$ cat config.mk
export PLATFORM = sky130hd
export DESIGN_NAME = keypad_scanner_flat
export DESIGN_NICKNAME = d
export VERILOG_FILES = /design/src/rtl/keypad_scanner_if.sv /design/src/rtl/keypad_scanner.sv /design/src/flat_wrapper.sv
export SDC_FILE = /design/constraint.sdc
export NUM_CORES = 1
export LEC_CHECK = 0
export CAP_MARGIN = 15
export CORE_MARGIN = 2
export CORE_UTILIZATION = 40
export CTS_BUF_LIST = sky130_fd_sc_hd__clkbuf_4
export DETAILED_ROUTE_END_ITERATION = 8
export GPL_TIMING_DRIVEN = 0
export PLACE_DENSITY = 0.63
export SLEW_MARGIN = 40
export SYNTH_ARGS = -nofsm -noshare
export SYNTH_HDL_FRONTEND = slang
export SYNTH_SLANG_ARGS = --single-unit
$ cat constraint.sdc
create_clock -name clk1kHz -period 3.3 [get_ports clk1kHz]
set_clock_uncertainty 0.05 [all_clocks]
set_input_delay 0.66 -clock clk1kHz [delete_from_list [all_inputs] [get_ports clk1kHz]]
set_output_delay 0.66 -clock clk1kHz [all_outputs]
set_load 0.01 [all_outputs]
$ cat src/rtl/keypad_scanner_if.sv
// Keypad scanner bus: keypad rows/columns and the accepted-key outputs.
// master = scanner side, slave = board/display side.
interface keypad_scanner_if;
    logic [3:0] filas;
    logic [3:0] columnas;
    logic [6:0] CSseg;
    logic [3:0] pulsacion;
    logic       tipo;
    logic       key_valid;

    modport master (
        input  filas,
        output columnas,
        output CSseg,
        output pulsacion,
        output tipo,
        output key_valid
    );

    modport slave (
        output filas,
        input  columnas,
        input  CSseg,
        input  pulsacion,
        input  tipo,
        input  key_valid
    );
endinterface

$ cat src/rtl/keypad_scanner.sv
// 4x4 calculator keypad scanner with press/release debounce and entry grammar.
// Ports: clk1kHz, rst_n (async low); bus.master carries filas in, columnas/CSseg/pulsacion/tipo/key_valid out.
module keypad_scanner #(
    parameter int SCAN_TICKS = 1,
    parameter int DEB_TICKS  = 20
) (
    input  logic              clk1kHz,
    input  logic              rst_n,
    keypad_scanner_if.master  bus
);

    localparam int TW = $clog2(SCAN_TICKS + 2);
    localparam int DW = $clog2(DEB_TICKS + 1);
    localparam logic [TW-1:0] TICK_LAST = TW'(SCAN_TICKS + 1);
    localparam logic [DW-1:0] DEB_LAST  = DW'(DEB_TICKS - 1);

    localparam logic [6:0] SEG_NUL = 7'b1111111;

    typedef enum logic [1:0] {
        SCAN,
        DEB_PRESS,
        WAIT_REL,
        DEB_REL
    } state_e;

    state_e          state_q, state_d;
    logic [1:0]      col_q, col_d;
    logic [1:0]      row_q, row_d;
    logic [TW-1:0]   tick_q, tick_d;
    logic [DW-1:0]   cnt_q, cnt_d;
    logic [3:0]      filas_m_q, filas_s_q;

    logic [6:0]      seg_q, seg_d;
    logic [3:0]      puls_q, puls_d;
    logic            tipo_q, tipo_d;
    logic            done_q, done_d;
    logic            kv_q, kv_d;

    logic            accept;

    // Row synchronizer; idle rows read high through the pull-ups.
    always_ff @(posedge clk1kHz or negedge rst_n) begin
        if (!rst_n) begin
            filas_m_q <= 4'hF;
            filas_s_q <= 4'hF;
        end else begin
            filas_m_q <= bus.filas;
            filas_s_q <= filas_m_q;
        end
    end

    logic [3:0] rows_low;
    logic       one_low;
    logic [1:0] row_idx;
    logic       row_match;
    logic       row_high;

    assign rows_low  = ~filas_s_q;
    // Exactly one row low; two or more is treated as ghosting.
    assign one_low   = (rows_low != 4'd0) &&
                       ((rows_low & (rows_low - 4'd1)) == 4'd0);
    assign row_match = (filas_s_q == ~(4'b0001 << row_q));
    assign row_high  = filas_s_q[row_q];

    always_comb begin
        row_idx = 2'd0;
        case (rows_low)
            4'b0001: row_idx = 2'd0;
            4'b0010: row_idx = 2'd1;
            4'b0100: row_idx = 2'd2;
            4'b1000: row_idx = 2'd3;
            default: row_idx = 2'd0;
        endcase
    end

    always_ff @(posedge clk1kHz or negedge rst_n) begin
        if (!rst_n) begin
            state_q <= SCAN;
            col_q   <= 2'd0;
            row_q   <= 2'd0;
            tick_q  <= '0;
            cnt_q   <= '0;
        end else begin
            state_q <= state_d;
            col_q   <= col_d;
            row_q   <= row_d;
            tick_q  <= tick_d;
            cnt_q   <= cnt_d;
        end
    end

    always_comb begin
        state_d = state_q;
        col_d   = col_q;
        row_d   = row_q;
        tick_d  = tick_q;
        cnt_d   = cnt_q;
        accept  = 1'b0;
        unique case (state_q)
            SCAN: begin
                // Column held TICK_LAST+1 cycles so the synchronizer
                // has seen the rows for this column before sampling.
                if (tick_q == TICK_LAST) begin
                    tick_d = '0;
                    if (one_low) begin
                        row_d   = row_idx;
                        cnt_d   = '0;
                        state_d = DEB_PRESS;
                    end else begin
                        col_d = col_q + 2'd1;
                    end
                end else begin
                    tick_d = tick_q + TW'(1);
                end
            end
            DEB_PRESS: begin
                if (row_match) begin
                    if (cnt_q == DEB_LAST) begin
                        cnt_d   = '0;
                        accept  = 1'b1;
                        state_d = WAIT_REL;
                    end else begin
                        cnt_d = cnt_q + DW'(1);
                    end
                end else begin
                    cnt_d   = '0;
                    state_d = SCAN;
                end
            end
            WAIT_REL: begin
                if (row_high) begin
                    cnt_d   = '0;
                    state_d = DEB_REL;
                end
            end
            DEB_REL: begin
                if (row_high) begin
                    if (cnt_q == DEB_LAST) begin
                        cnt_d   = '0;
                        tick_d  = '0;
                        col_d   = col_q + 2'd1;
                        state_d = SCAN;
                    end else begin
                        cnt_d = cnt_q + DW'(1);
                    end
                end else begin
                    state_d = WAIT_REL;
                end
            end
            default: state_d = SCAN;
        endcase
    end

    // Key decode for the latched (row, col).
    logic [6:0] key_seg;
    logic       is_dig, is_op, is_eq, is_clr;

    always_comb begin
        key_seg = SEG_NUL;
        is_dig  = 1'b0;
        is_op   = 1'b0;
        is_eq   = 1'b0;
        is_clr  = 1'b0;
        case ({row_q, col_q})
            4'd0:  begin key_seg = 7'b1001111; is_dig = 1'b1; end
            4'd1:  begin key_seg = 7'b0010010; is_dig = 1'b1; end
            4'd2:  begin key_seg = 7'b0000110; is_dig = 1'b1; end
            4'd3:  begin key_seg = 7'b1101100; is_op  = 1'b1; end
            4'd4:  begin key_seg = 7'b1001100; is_dig = 1'b1; end
            4'd5:  begin key_seg = 7'b0100100; is_dig = 1'b1; end
            4'd6:  begin key_seg = 7'b0100000; is_dig = 1'b1; end
            4'd7:  begin key_seg = 7'b1111110; is_op  = 1'b1; end
            4'd8:  begin key_seg = 7'b0001111; is_dig = 1'b1; end
            4'd9:  begin key_seg = 7'b0000000; is_dig = 1'b1; end
            4'd10: begin key_seg = 7'b0000100; is_dig = 1'b1; end
            4'd11: begin key_seg = 7'b1110110; is_eq  = 1'b1; end
            4'd12: begin key_seg = SEG_NUL;    is_clr = 1'b1; end
            4'd13: begin key_seg = 7'b0000001; is_dig = 1'b1; end
            default: key_seg = SEG_NUL;
        endcase
    end

    logic slot_op, slot_dig;
    logic take_clr, take_op, take_dig, take_eq;

    assign slot_op  = (puls_q == 4'd0) || (puls_q == 4'd4);
    assign slot_dig = (puls_q != 4'd0) && (puls_q != 4'd4) &&
                      (puls_q < 4'd8);

    assign take_clr = accept && is_clr;
    assign take_op  = accept && !done_q && is_op  && slot_op;
    assign take_dig = accept && !done_q && is_dig && slot_dig;
    assign take_eq  = accept && !done_q && is_eq  && (puls_q == 4'd8);

    always_comb begin
        seg_d  = seg_q;
        puls_d = puls_q;
        tipo_d = tipo_q;
        done_d = done_q;
        kv_d   = 1'b0;
        unique case (1'b1)
            take_clr: begin
                seg_d  = SEG_NUL;
                puls_d = 4'd0;
                tipo_d = 1'b0;
                done_d = 1'b0;
                kv_d   = 1'b1;
            end
            take_op: begin
                seg_d  = key_seg;
                puls_d = puls_q + 4'd1;
                tipo_d = 1'b0;
                kv_d   = 1'b1;
            end
            take_dig: begin
                seg_d  = key_seg;
                puls_d = puls_q + 4'd1;
                tipo_d = 1'b1;
                kv_d   = 1'b1;
            end
            take_eq: begin
                seg_d  = key_seg;
                tipo_d = 1'b0;
                done_d = 1'b1;
                kv_d   = 1'b1;
            end
            default: kv_d = 1'b0;
        endcase
    end

    always_ff @(posedge clk1kHz or negedge rst_n) begin
        if (!rst_n) begin
            seg_q  <= SEG_NUL;
            puls_q <= 4'd0;
            tipo_q <= 1'b0;
            done_q <= 1'b0;
            kv_q   <= 1'b0;
        end else begin
            seg_q  <= seg_d;
            puls_q <= puls_d;
            tipo_q <= tipo_d;
            done_q <= done_d;
            kv_q   <= kv_d;
        end
    end

    assign bus.columnas  = ~(4'b0001 << col_q);
    assign bus.CSseg     = seg_q;
    assign bus.pulsacion = puls_q;
    assign bus.tipo      = tipo_q;
    assign bus.key_valid = kv_q;

endmodule

$ cat src/flat_wrapper.sv
// flat-port wrapper written by rule: the top's interface ports become plain ports
module keypad_scanner_flat 
#(
    parameter int SCAN_TICKS = 1,
    parameter int DEB_TICKS  = 20
)
  (clk1kHz, rst_n, bus_filas, bus_columnas, bus_CSseg, bus_pulsacion, bus_tipo, bus_key_valid);
  keypad_scanner_if bus_i ();
  input  logic clk1kHz;
  input  logic rst_n;
  input wire logic [$bits(bus_i.filas)-1:0] bus_filas;
  output wire logic [$bits(bus_i.columnas)-1:0] bus_columnas;
  output wire logic [$bits(bus_i.CSseg)-1:0] bus_CSseg;
  output wire logic [$bits(bus_i.pulsacion)-1:0] bus_pulsacion;
  output wire logic [$bits(bus_i.tipo)-1:0] bus_tipo;
  output wire logic [$bits(bus_i.key_valid)-1:0] bus_key_valid;
  assign bus_i.filas = bus_filas;
  assign bus_columnas = bus_i.columnas;
  assign bus_CSseg = bus_i.CSseg;
  assign bus_pulsacion = bus_i.pulsacion;
  assign bus_tipo = bus_i.tipo;
  assign bus_key_valid = bus_i.key_valid;
  keypad_scanner #(.SCAN_TICKS(SCAN_TICKS), .DEB_TICKS(DEB_TICKS)) u_core (.clk1kHz(clk1kHz), .rst_n(rst_n), .bus(bus_i));
endmodule
Word-level counts from Yosys, hierarchy flattened:

Index checks and enable logic that the tools add are counted.

* bits in registers: 35
* logic and storage cells: 132
* output and inout bits: 17
* input bits: 6

* magnitude comparators: 2
* muxes and demuxes: 39
* reduce and logical (&&, ||, !) cells: 35
* add/sub/neg operators: 5
* shift operators: 2
* bitwise logic cells: 4
* equality and inequality tests: 33

Operators with widths (number)
* 7-bit one-hot mux with 13 select lines: 1
* 4-bit == test, second input constant: 8
* 5-bit 2-to-1 mux: 6
* 2-bit 2-to-1 mux: 13
* 4-bit by 3-bit == test with 1-bit output, second input constant: 6
* 5-bit one-hot mux with 4 select lines: 1
* 7-bit one-hot mux with 2 select lines: 1
* 4-bit by 2-bit == test with 1-bit output, second input constant: 3
* 4-bit zero test: 3
* 4-bit NOT: 3
* 1-bit logical AND: 11
* 2-bit by 1-bit != test with 1-bit output, second input constant: 5
* 5-bit AND reduction: 2
* 2-bit nonzero test: 5
* 10-bit OR reduction: 1
* 1-bit 2-to-1 mux: 9
* 2-bit one-hot mux with 2 select lines: 2
* 2-bit one-hot mux with 4 select lines: 1
* 4-bit one-hot mux with 2 select lines: 1
* 4-bit nonzero test: 2
* 1-bit by 2-bit << shifter with 4-bit output, first input constant: 2
* 2-bit == test, second input constant: 3
* 3-bit != test, second input constant: 2
* 2-bit one-hot mux with 3 select lines: 1
* 23 further kinds: 28

Longest topological paths before layout:

Gate-level depths: netlist of the first run.

* depth after elaboration: 10
* gate-level depth with buffers: 7
* gate-level depth less buffers: 7

Least setup slack after synthesis of the first run:

Ideal clock, no wire load.

* path kind: reg2reg
* start point: register u_core.cnt_q[0]
* end point: register u_core.puls_q[1], in the netlist u_core.bus.pulsacion[1]
* arrival time: 2126 ps
* cell stages (with the launch flop): 7
* path slack: 999 ps
* period minus slack after synthesis: 2301 ps
* cells stage by stage: dfrtp_1 ha_1 or4bb_1 nor2_2 o21ai_4 or3_4 mux2_4

* longest elaborated chain between the ends: 9
* elaborated cells on any way between the ends: 13
* those cells by class: 1 x eq/ne; 4 x mux; 8 x reduce/logical

RTL lines
* start, declared: RTL line keypad_scanner.sv:30 `logic [DW-1:0] cnt_q, cnt_d;`
* start signal, assigned: RTL line keypad_scanner.sv:88 `cnt_q <= cnt_d;`
* 5-bit == test (*): RTL line keypad_scanner.sv:118 `if (cnt_q == DEB_LAST) begin`
* 1-bit 2-to-1 mux (*): RTL line keypad_scanner.sv:118
* 1-bit 2-to-1 mux (*): RTL line keypad_scanner.sv:117 `if (row_match) begin`
* 1-bit 2-to-1 mux (*): RTL line keypad_scanner.sv:99 `unique case (state_q)`
* 1-bit logical AND: RTL line keypad_scanner.sv:191, keypad_scanner.sv:192
* 1-bit logical AND, on equally long branches (2 in a row): RTL line keypad_scanner.sv:192, keypad_scanner.sv:191
* 2-bit OR reduction (no line)
* 4-bit one-hot mux with 2 select lines or 2-bit nonzero test (tied branches)
* end signal, assigned: RTL line keypad_scanner.sv:240 `puls_q <= puls_d;`
* end, declared: RTL line keypad_scanner.sv:34 `logic [3:0] puls_q, puls_d;`

Every way passes the cells marked *; elsewhere a longest branch is shown, timed or not.
A chain may end at the register's enable or synchronous reset.

Final worst setup path of the first run:

* start point: register u_core.col_q[1]
* end point: output port bus_columnas[1]

* longest elaborated chain between the ends: 2

RTL lines
* start, declared: RTL line keypad_scanner.sv:27 `logic [1:0] col_q, col_d;`
* start signal, assigned: RTL line keypad_scanner.sv:85 `col_q <= col_d;`
* 1-bit by 2-bit << shifter with 4-bit output: RTL line keypad_scanner.sv:247 `assign bus.columnas = ~(4'b0001 << col_q);`
* 4-bit NOT: RTL line keypad_scanner.sv:247
* end, declared: RTL line flat_wrapper.sv:12 `output wire logic [$bits(bus_i.columnas)-1:0] bus_columnas;`

Every way passes these cells.

==> results of run 1 <==
-- worst max path at each step --
stage | start | end | slack, ns
5_1_grt | u_core.col_q[1] | bus_columnas[1] | 0.66
3_3_place_gp | rst_n | u_core.cnt_q[3] | 0.73
6_report | u_core.col_q[1] | bus_columnas[1] | 0.76
4_1_cts | u_core.col_q[1] | bus_columnas[1] | 0.76
2_1_floorplan | u_core.cnt_q[0] | u_core.bus.pulsacion[1] | 1.0
3_5_place_dp | u_core.cnt_q[0] | u_core.bus.pulsacion[1] | 0.84
-- state kept, by name (all words and copies together), names as in the netlist --
name / count
u_core.bus.CSseg: 7
u_core.filas_m_q: 4
u_core.state_q: 2
u_core.done_q: 1
u_core.col_q: 2
u_core.cnt_q: 5
u_core.bus.key_valid: 1
u_core.row_q: 2
u_core.bus.tipo: 1
u_core.bus.pulsacion: 4
u_core.tick_q: 2
u_core.filas_s_q: 4
-- area by class of cell --
class	instances	area (µm²)
buffer	12	61.31
inverter	14	52.55
sequential	35	894.6
timing repair buffer	23	242.7
clock inverter	3	38.79
multi-input combinational	152	1060
fill	474	2567
clock buffer	5	37.54
tap	70	87.58
-- per-layer routing --
metal  track usage (%)  vias up
li1                  -      833
met1             20.15      815
met2             24.64       37
met3             3.571        5
met4             6.182        0
met5                 0        -
-- synthesized netlist by cell type, types with 2 or more instances --
cell type  instances
xnor2_1            3
a21oi_1           14
dfstp_2           15
ha_1               7
or3_1              3
nor2_1            14
a31oi_1            2
nor3_1             6
and2_1             3
a41o_1             2
mux2_2             2
o21ai_0           11
clkbuf_1           6
dfrtp_1           20
nand2_1           17
a221oi_1           2
o21ai_1            2
nand2b_1           7
o31ai_1            4
o22ai_1            3
nand3_1            8
mux2i_1            7
inv_1             14
buf_2              4
-- power by group through the flow --
stage	sequential, mW	clock, mW	combinational (mW)
finish	0.498	0.307	0.498
global route	0.504	0.334	0.560
CTS	0.498	0.315	0.495
detailed placement	0.507	0	0.490
global placement	0.505	0	0.484
floorplan	0.500	0	0.348
-- metrics by stage --
stage / total power [mW] / hold slack [ns] / cells / setup slack [ns]
finish: 1.303 / 0.1759 / 314 / 0.7629
global placement: 0.9897 / 0.2952 / 305 / 0.7283
global route: 1.398 / 0.1787 / 314 / 0.6634
floorplan: 0.8482 / 0.2952 / 213 / 0.9986
detailed placement: 0.9971 / 0.2970 / 306 / 0.8398
CTS: 1.309 / 0.1878 / 314 / 0.7597
-- logic make-up (layout without fill, tap and decap cells) --
logic type	Yosys count	in the layout	synth area share, %
fa+ha+maj	7	7	4.235
compound gates	56	56	18.94
simple gates	74	74	20.09
flops	35	35	43.25
buf+inv	26	57	5.505
xor+xnor	4	4	1.694
mux	11	11	6.291
==> impl_results.md, run 1 <==
* Status: finished clean
* Worst hold-check path type: input pin to asynchronous set/reset pin
* Mapped cell area at about 2100 µm²
* Commonest cells after routing, fill and taps aside: clkdlybuf4s50_1, dfrtp_1, nand2_1, dfstp_2
* Least-Margin Pin Slew at roughly 0.65 ns
* Critical Path Source Type: register
* Vias at between 1500 and 2000
* TritonCTS buffer count at 5
* RSZ-0062 raised after global routing: false
* Largest fanout on the critical path at 6
* Met2 wire len at approximately 1.9 mm
* # IOs at 23
* Site row count at 26
* DR pass1 iterations at 4
* Initial antenna violation count at 0
* Async SR Flop Fraction at between 90% and 100%
* Combinational cell fraction of total power at between 30% and 40%
* DRC at 0
* Metal-1 WL at 1.946 mm
* Syn Area/Cell at between 9 and 10 µm²
* Share of cells above drive strength 1 at approximately 17%
* Chip height at 75.91 µm
* Largest net degree at the start of global routing at 20
* Largest cells by area after synthesis: dfrtp_1, dfstp_2, ha_1, a21oi_1, mux2i_1
* Syn Nets at 226
* Buf/Inv on CP at 3
* Port Buffers at 22
* CTS tree: built
* Sequential Power Share at 38.2%
* Worst reg2reg endpoint: u_core.bus.pulsacion[1]
* Post-synth cell types at 61
* Critical Path Max Stage Delay at 0.57 ns
* CTS Sinks at 35
* Area delta synth->final at 19.66%
* Die footprint at slightly below 6000 µm²
* Cell family with most CP delay: buffers and inverters
* Worst skew pair latency at between 0.3 and 0.4 ns
* Final #Nets at 256
* Core area at between 5000 and 6000 µm²
* Clock transition at the registers of the reported paths at between 0.1 and 0.15 ns
* Largest area contributor in the netlist: dfrtp_1
* Synth Flop Type: dfrtp_1
* Slew HR at approximately 56%
* Root Driver: clkbuf_4
* Fin crit period at approximately 2.5 ns
* Vias in the first global route at around 1600
* Ys Warns at 0
* Leak Pwr at 0.9653 nW
* Post-DP HPWL at around 3.0 mm
* Final setup fails at 0
* FMAX at around 390 MHz
* Most common cell after layout, fill and taps aside: clkdlybuf4s50_1
* Setup TNS at 0 ns
* Die Width at 75.91 µm
* Vias per cell at 5.382
* Final WL at ~4 mm
* Final Cell Area at 2475 µm²
* WL met3 at 189 µm
* Post-CTS Setup Inserts at 0
* Seq/Total Area, Yosys at a little over two fifths
* Power density over the cells at 526.3 nW/µm²
* DR WL/cell at around 13 µm
* Starting density of the core at just over 40%
* Worst-path cell chain: inv_1 > ha_1 > inv_1 > clkdlybuf4s50_1
* Reg2reg start: u_core.cnt_q[0]
* Worst vdd ir at 566.5 µV
* Post-synth EDFFs at 0
* Switching share of power at a little over a third
* Internal power at approximately 0.84 mW
* Hold_buf cts at 0
* Max-cap viol count at 0
* GP Congestion at 0.8233
* Final ANT Viol Nets at 0
* First DRT Iteration DRCs at around 110
* Mapped Cells at around 210
* Grt ovf at 0
* Placed Area at 2399 µm²
* Final hold vios at 0
* Setup crit end kind: output port
* Yosys reg bits at 35
* Clock power share at 23.6%
* Diode count at 0
* Gr usage total at between 10% and 20%
* Levels on crit path at 4
* Crit path top cell by count: inv_1
* Highest metal used: met4
* Slew Limit Fails at 0
* WP data required at 2.59 ns
* Final Cycle Share at 76.88%
* Slowest stage cell, crit path: clkdlybuf4s50_1
* Global-route wire length before repair at 7.251 mm
* Post-CTS sizing at 0
* Psw at ~0.46 mW
* Maximum clock path buffer count at 2
* Reg2reg path depth at 6
* Setup CP Type: register to output port
* Worst reg2reg setup slack at 0.83 ns
* Share of the synthesized area in the top cell type at between 20 and 25%
* H-tree levels at 2
* Critical path arrival at 1.83 ns
* Finished Core Util at about half
Power figures use the tool's default switching activity.
==> run 2: changes to the inputs <==
==> constraint.sdc (replaced) <==
create_clock -name clk1kHz -period 2.47 [get_ports clk1kHz]
set_clock_uncertainty 0.05 [all_clocks]
set_input_delay 0.494 -clock clk1kHz [delete_from_list [all_inputs] [get_ports clk1kHz]]
set_output_delay 0.494 -clock clk1kHz [all_outputs]
set_load 0.01 [all_outputs]
==> run 2 against run 1 <==
Sequential power is 34% higher. Non-clock buffer count is 7 higher. First-iteration DRC count is 20% lower. Utilization is 1.4 points higher. Global-route usage stayed put. Largest power group is now combinational cells.
==> impl_results.md, run 2 (synthesis results as in run 1) <==
* Status: finished clean (unchanged)
* PnR worst setup slack at 0.1097 ns (was 0.7629 ns)
* Share of cells above drive strength 1 at 21.51% (was 17.21%)
* DR pass1 iterations at 4 (unchanged)
* Grt ovf at 0 (unchanged)
* Finished Core Util at 50.47% (was 49.08%)
* Diode count at 0 (unchanged)
* Die Width at 75.91 µm (unchanged)
* DR WL/cell at 13.02 µm (was 13.00 µm)
* Hold Worst Slack at 0.01912 ns (was 0.1759 ns)
* Power density over the cells at 691.3 nW/µm² (was 526.3 nW/µm²)
* Met3 GRT Util at 3.571% (unchanged)
* Tot Pwr at 1.759 mW (was 1.303 mW)
* Chip height at 75.91 µm (unchanged)
* RSZ-0062 raised after global routing: false (unchanged)
* Site row count at 26 (unchanged)
* Area delta synth->final at 23.05% (was 19.66%)
* Largest register FFs at 7 (unchanged)
* Starting density of the core at 41.02% (unchanged)
* # IOs at 23 (unchanged)
* Final Cell Area at 2545 µm² (was 2475 µm²)
* Crit. Startpoint: u_core.filas_s_q[2] (was u_core.col_q[1])
* Critical Path Max Stage Delay at 0.53 ns (was 0.57 ns)
* DRC at 0 (unchanged)
* GP Congestion at 0.8233 (unchanged)
* Critical Path Source Type: register (unchanged)
* Initial antenna violation count at 0 (unchanged)
* Vias in the first global route at 1592 (was 1595)
* Gr usage total at 15.36% (unchanged)
* Global-route wire length before repair at 7.251 mm (unchanged)
* Setup CP Type: register to register (was register to output port)
* Slew Limit Fails at 0 (unchanged)
* Worst vdd ir at 757.2 µV (was 566.5 µV)
* M2 GR Usage at 24.64% (unchanged)
* Worst skew pair latency at 0.33 ns (was 0.35 ns)
* Final ANT Viol Nets at 0 (unchanged)
* Most common cell after layout, fill and taps aside: clkdlybuf4s50_1 (unchanged)
* Fin crit period at 2.360 ns
* Final Cycle Share at 95.56%
* GR Layer Usage met1 at 20.15% (unchanged)
* Reg2reg start: u_core.filas_s_q[2] (was u_core.cnt_q[0])
* Final WL at 4.179 mm (was 4.083 mm)
* Leak Pwr at 0.9990 nW (was 0.9653 nW)
* Worst hold-check path type: input pin to asynchronous set/reset pin (unchanged)
* Gr busiest metal: met2 (unchanged)
* Slowest stage cell, crit path: dfstp_2 (was clkdlybuf4s50_1)
* Setup crit end kind: register (was output port)
* Commonest cells after routing, fill and taps aside: clkdlybuf4s50_1, dfrtp_1, nand2_1, dfstp_2 (unchanged)
* Largest fanout on the critical path at 9 (was 6)
* Port Buffers at 22 (unchanged)
* H-tree levels at 2 (unchanged)
* Final hold vios at 0 (unchanged)
* Buf/Inv on CP at 1 (was 3)
* TritonCTS buffer count at 5 (unchanged)
* Die footprint at 5762 µm² (unchanged)
* Final #Nets at 263 (was 256)
* Setup TNS at 0 ns (unchanged)
* Core area at 5042 µm² (unchanged)
* CTS tree: built (unchanged)
* Final setup fails at 0 (unchanged)
* WP data required at 2.65 ns (was 2.59 ns)
* Dpl ws at 0.009809 ns (was 0.8398 ns)
* FMAX at between 400 and 500 MHz
* Clock transition at the registers of the reported paths at 0.12 ns (was 0.11 ns)
* Root Driver: clkbuf_4 (unchanged)
* Cell family with most CP delay: simple AND/OR/NAND/NOR gates (was buffers and inverters)
* First DRT Iteration DRCs at 84 (was 105)
* Hold_buf cts at 0 (unchanged)
* Fin cells at 321 (was 314)
* Critical path arrival at 2.54 ns (was 1.83 ns)
* Vias per cell at 5.302 (was 5.382)
* Maximum clock path buffer count at 2 (unchanged)
* Dpl cells at 306 (unchanged)
* Vias at 1702 (was 1690)
* Placed Area at 2399 µm² (unchanged)
* Least-Margin Pin Slew at 0.6588 ns (was 0.6532 ns)
* Largest net degree at the start of global routing at 20 (unchanged)
* Slew HR at 55.46% (was 55.84%)
* Max-cap viol count at 0 (unchanged)
* Worst-path cell chain: buf_4 > or4b_4 > a21oi_4 > o21ai_4 > or3_4 > mux2_4 (was inv_1 > ha_1 > inv_1 > clkdlybuf4s50_1)
* Post-DP HPWL at 3.011 mm (unchanged)
* CTS Sinks at 35 (unchanged)
-- run 2: final timing paths --
check,to,slack [ns],cells past startpoint
setup / recovery,u_core.bus.pulsacion[1],0.11,6
hold / removal,u_core.tick_q[1],0.02,1
setup reg to reg,u_core.bus.pulsacion[1],0.11,6
hold reg to reg,u_core.filas_s_q[0],0.31,0
max in group asynchronous,u_core.bus.CSseg[5],1.84,2
min in group clk1kHz,u_core.filas_s_q[0],0.31,0
-- run 2: layer usage --
| metal | up-vias | part of all wire (%) |
|---|---|---|
| met3 | 2 | 3.7 |
| met5 | - | 0 |
| met2 | 30 | 48 |
| met4 | 0 | 0.60 |
| li1 | 849 | - |
| met1 | 821 | 47 |
-- run 2: power by group --
| part | total, mW | leakage [nW] | internal [mW] | switching [mW] |
|---|---|---|---|---|
| Sequential | 0.665 | 0.428 | 0.627 | 0.0386 |
| Clock | 0.407 | 0.0426 | 0.208 | 0.199 |
| Combinational | 0.687 | 0.529 | 0.304 | 0.383 |
| Total | 1.76 | 0.999 | 1.14 | 0.621 |
-- run 2: what timing repair did --
action | in CTS | in global routing
resized for setup | 1 | 6
cloned | 0 | 0
setup buffers | 0 | 7
pin swaps | 0 | 5
endpoints found under the setup margin | 1 | 12
-- run 2: area by class of cell --
type	instances	area, µm²
Buffer	12	62.56
Clock inverter	3	38.79
Clock buffer	5	37.54
Tap cell	70	87.58
Inverter	14	52.55
Timing Repair Buffer	30	295.3
Multi-Input combinational cell	152	1076
Sequential cell	35	894.6
Fill cell	467	2497
==> run 3: changes to the inputs <==
==> constraint.sdc (replaced) <==
create_clock -name clk1kHz -period 2.54 [get_ports clk1kHz]
set_clock_uncertainty 0.05 [all_clocks]
set_input_delay 0.508 -clock clk1kHz [delete_from_list [all_inputs] [get_ports clk1kHz]]
set_output_delay 0.508 -clock clk1kHz [all_outputs]
set_load 0.01 [all_outputs]
==> run 3 against run 2 <==
Critical path depth unchanged. Sequential cell count is the same. Register-to-register slack gained 0.04 ns. Non-clock buffer count decreased by 7. Sequential share of layout area increased by 0.85 points. Die area did not move. Global-route usage did not move. Hold slack better by 0.019 ns. Final area down 2.4%. Largest power group is now registers. Highest routed layer unchanged.
==> impl_results.md, run 3 (synthesis results as in run 1) <==
* Clock transition at the registers of the reported paths at 0.12 ns (about the same)
* Final hold vios at 0 (unchanged)
* Initial antenna violation count at 0 (unchanged)
* Largest net degree at the start of global routing at 20 (unchanged)
* Area delta synth->final at 20.15% (was 23.05%)
* Slew Limit Fails at 0 (unchanged)
* Maximum clock path buffer count at 2 (unchanged)
* Most common cell after layout, fill and taps aside: clkdlybuf4s50_1 (unchanged)
* Setup crit end kind: register (unchanged)
* PnR worst setup slack at 0.1482 ns (was 0.1097 ns)
* Final WL at 4.042 mm (was 4.179 mm)
* Setup TNS at 0 ns (unchanged)
* H-tree levels at 2 (unchanged)
* Largest fanout on the critical path at 9 (unchanged)
* Grt ovf at 0 (unchanged)
* Vias per cell at 5.334 (was 5.302)
* Slew HR at 55.44% (was 55.46%)
* Gr usage total at 15.36% (unchanged)
* Vias at 1675 (was 1702)
* Largest register FFs at 7 (unchanged)
* Critical Path Source Type: register (unchanged)
* # IOs at 23 (unchanged)
* Share of cells above drive strength 1 at 18.03% (was 21.51%)
* Final setup fails at 0 (unchanged)
* Site row count at 26 (unchanged)
* Die footprint at 5762 µm² (unchanged)
* Vias in the first global route at 1595 (was 1592)
* Worst reg2reg endpoint: u_core.bus.pulsacion[1] (unchanged)
* Fin crit period at 2.392 ns (was 2.360 ns)
* First DRT Iteration DRCs at 85 (was 84)
* Global-route wire length before repair at 7.251 mm (unchanged)
* Final Cycle Share at 94.16% (was 95.56%)
* Max-cap viol count at 0 (unchanged)
* CTS tree: built (unchanged)
* Worst reg2reg setup slack at 0.15 ns (was 0.11 ns)
* Dpl ws at 0.07981 ns (was 0.009809 ns)
* Diode count at 0 (unchanged)
* DR pass1 iterations at 4 (unchanged)
* Status: finished clean (unchanged)
* Register area at 894.6 µm² (unchanged)
* CTS Sinks at 35 (unchanged)
* Die Width at 75.91 µm (unchanged)
* Least-Margin Pin Slew at 0.6591 ns (was 0.6588 ns)
* TritonCTS buffer count at 5 (unchanged)
* RSZ-0062 raised after global routing: false (unchanged)
* Power density over the cells at 678.4 nW/µm² (was 691.3 nW/µm²)
* Filler cells at 476 (was 467)
* Critical path arrival at 2.57 ns (was 2.54 ns)
* Core area at 5042 µm² (unchanged)
* DR WL/cell at 12.87 µm (was 13.02 µm)
* WP data required at 2.72 ns (was 2.65 ns)
* Final ANT Viol Nets at 0 (unchanged)
* FMAX at 418.1 MHz (was 423.7 MHz)
* Final #Nets at 256 (was 263)
* Leak Pwr at 0.9701 nW (was 0.9990 nW)
* DRC at 0 (unchanged)
* Starting density of the core at 41.02% (unchanged)
* Reg2reg path depth at 6 (unchanged)
* Multi-input logic area at 1069 µm² (was 1076 µm²)
* Worst skew pair latency at 0.33 ns (about the same)
* Worst vdd ir at 737.9 µV (was 757.2 µV)
* Post-DP HPWL at 3.011 mm (unchanged)
* Reg2reg start: u_core.filas_s_q[2] (unchanged)
* Setup CP Type: register to register (unchanged)
* Port Buffers at 22 (unchanged)
* Root Driver: clkbuf_4 (unchanged)
* Chip height at 75.91 µm (unchanged)
* Commonest cells after routing, fill and taps aside: clkdlybuf4s50_1, dfrtp_1, nand2_1, dfstp_2 (unchanged)
* Worst hold-check path type: input pin to asynchronous set/reset pin (unchanged)
* GP Congestion at 0.8233 (unchanged)
[run 3: through the flow]
stage	utilization (%)	cells	hold slack, ns	area [µm²]	power, mW
finish	49.28	314	0.03810	2485	1.686
global route	49.28	314	0.02671	2485	1.819
CTS	49.08	314	0.03581	2475	1.701
detailed placement	47.57	306	0.2970	2399	1.295
global placement	47.12	305	0.2952	2376	1.286
floorplan	-	213	0.1624	2068	1.102
[run 3: metal layers]
layer  up-vias  wire [µm]  track usage (%)
met4         0         26            6.182
met3         2        170            3.571
met1       809       1917            20.15
met2        29       1927            24.64
li1        835          -                -
met5         -          0                0
[run 3: final cells by class]
cell class | count | area share (%)
plain buffers | 12 | 2.518
clock buffers | 5 | 1.511
clock inverters | 3 | 1.561
inverters | 14 | 2.115
multi-input cells | 152 | 43.00
flip-flops and latches | 35 | 36.00
well taps | 70 | 3.525
repair buffers | 23 | 9.768
[run 3: worst max-delay path, cell delays in order (launching register included)]
cell     delay, ns
dfstp_2       0.53
buf_4         0.15
or4b_4        0.48
a21oi_4       0.24
o21ai_4       0.13
or3_4         0.41
mux2_4        0.30
[run 3: power breakdown]
part | switching (mW) | total [mW] | internal (mW) | leakage (nW)
Combinational | 0.366 | 0.645 | 0.280 | 0.500
Sequential | 0.0370 | 0.647 | 0.610 | 0.428
Clock | 0.191 | 0.394 | 0.203 | 0.0426
[run 3: timing repair]
item                       CTS  global route
buffers inserted             0             0
hold buffers                 0             0
gates resized for setup      0             4
setup endpoints to repair    0            11
[run 3: worst max-delay path by stage]
stage	start	endpoint	slack, ns	cells after the start
floorplan	u_core.cnt_q[0]	u_core.bus.pulsacion[1]	0.24	6
global placement	u_core.cnt_q[0]	u_core.bus.pulsacion[1]	0.09	6
detailed placement	u_core.cnt_q[0]	u_core.bus.pulsacion[1]	0.08	6
CTS	u_core.cnt_q[0]	u_core.bus.pulsacion[1]	0.07	6
global route	u_core.cnt_q[0]	u_core.bus.pulsacion[1]	0.03	6
finish	u_core.filas_s_q[2]	u_core.bus.pulsacion[1]	0.15	6
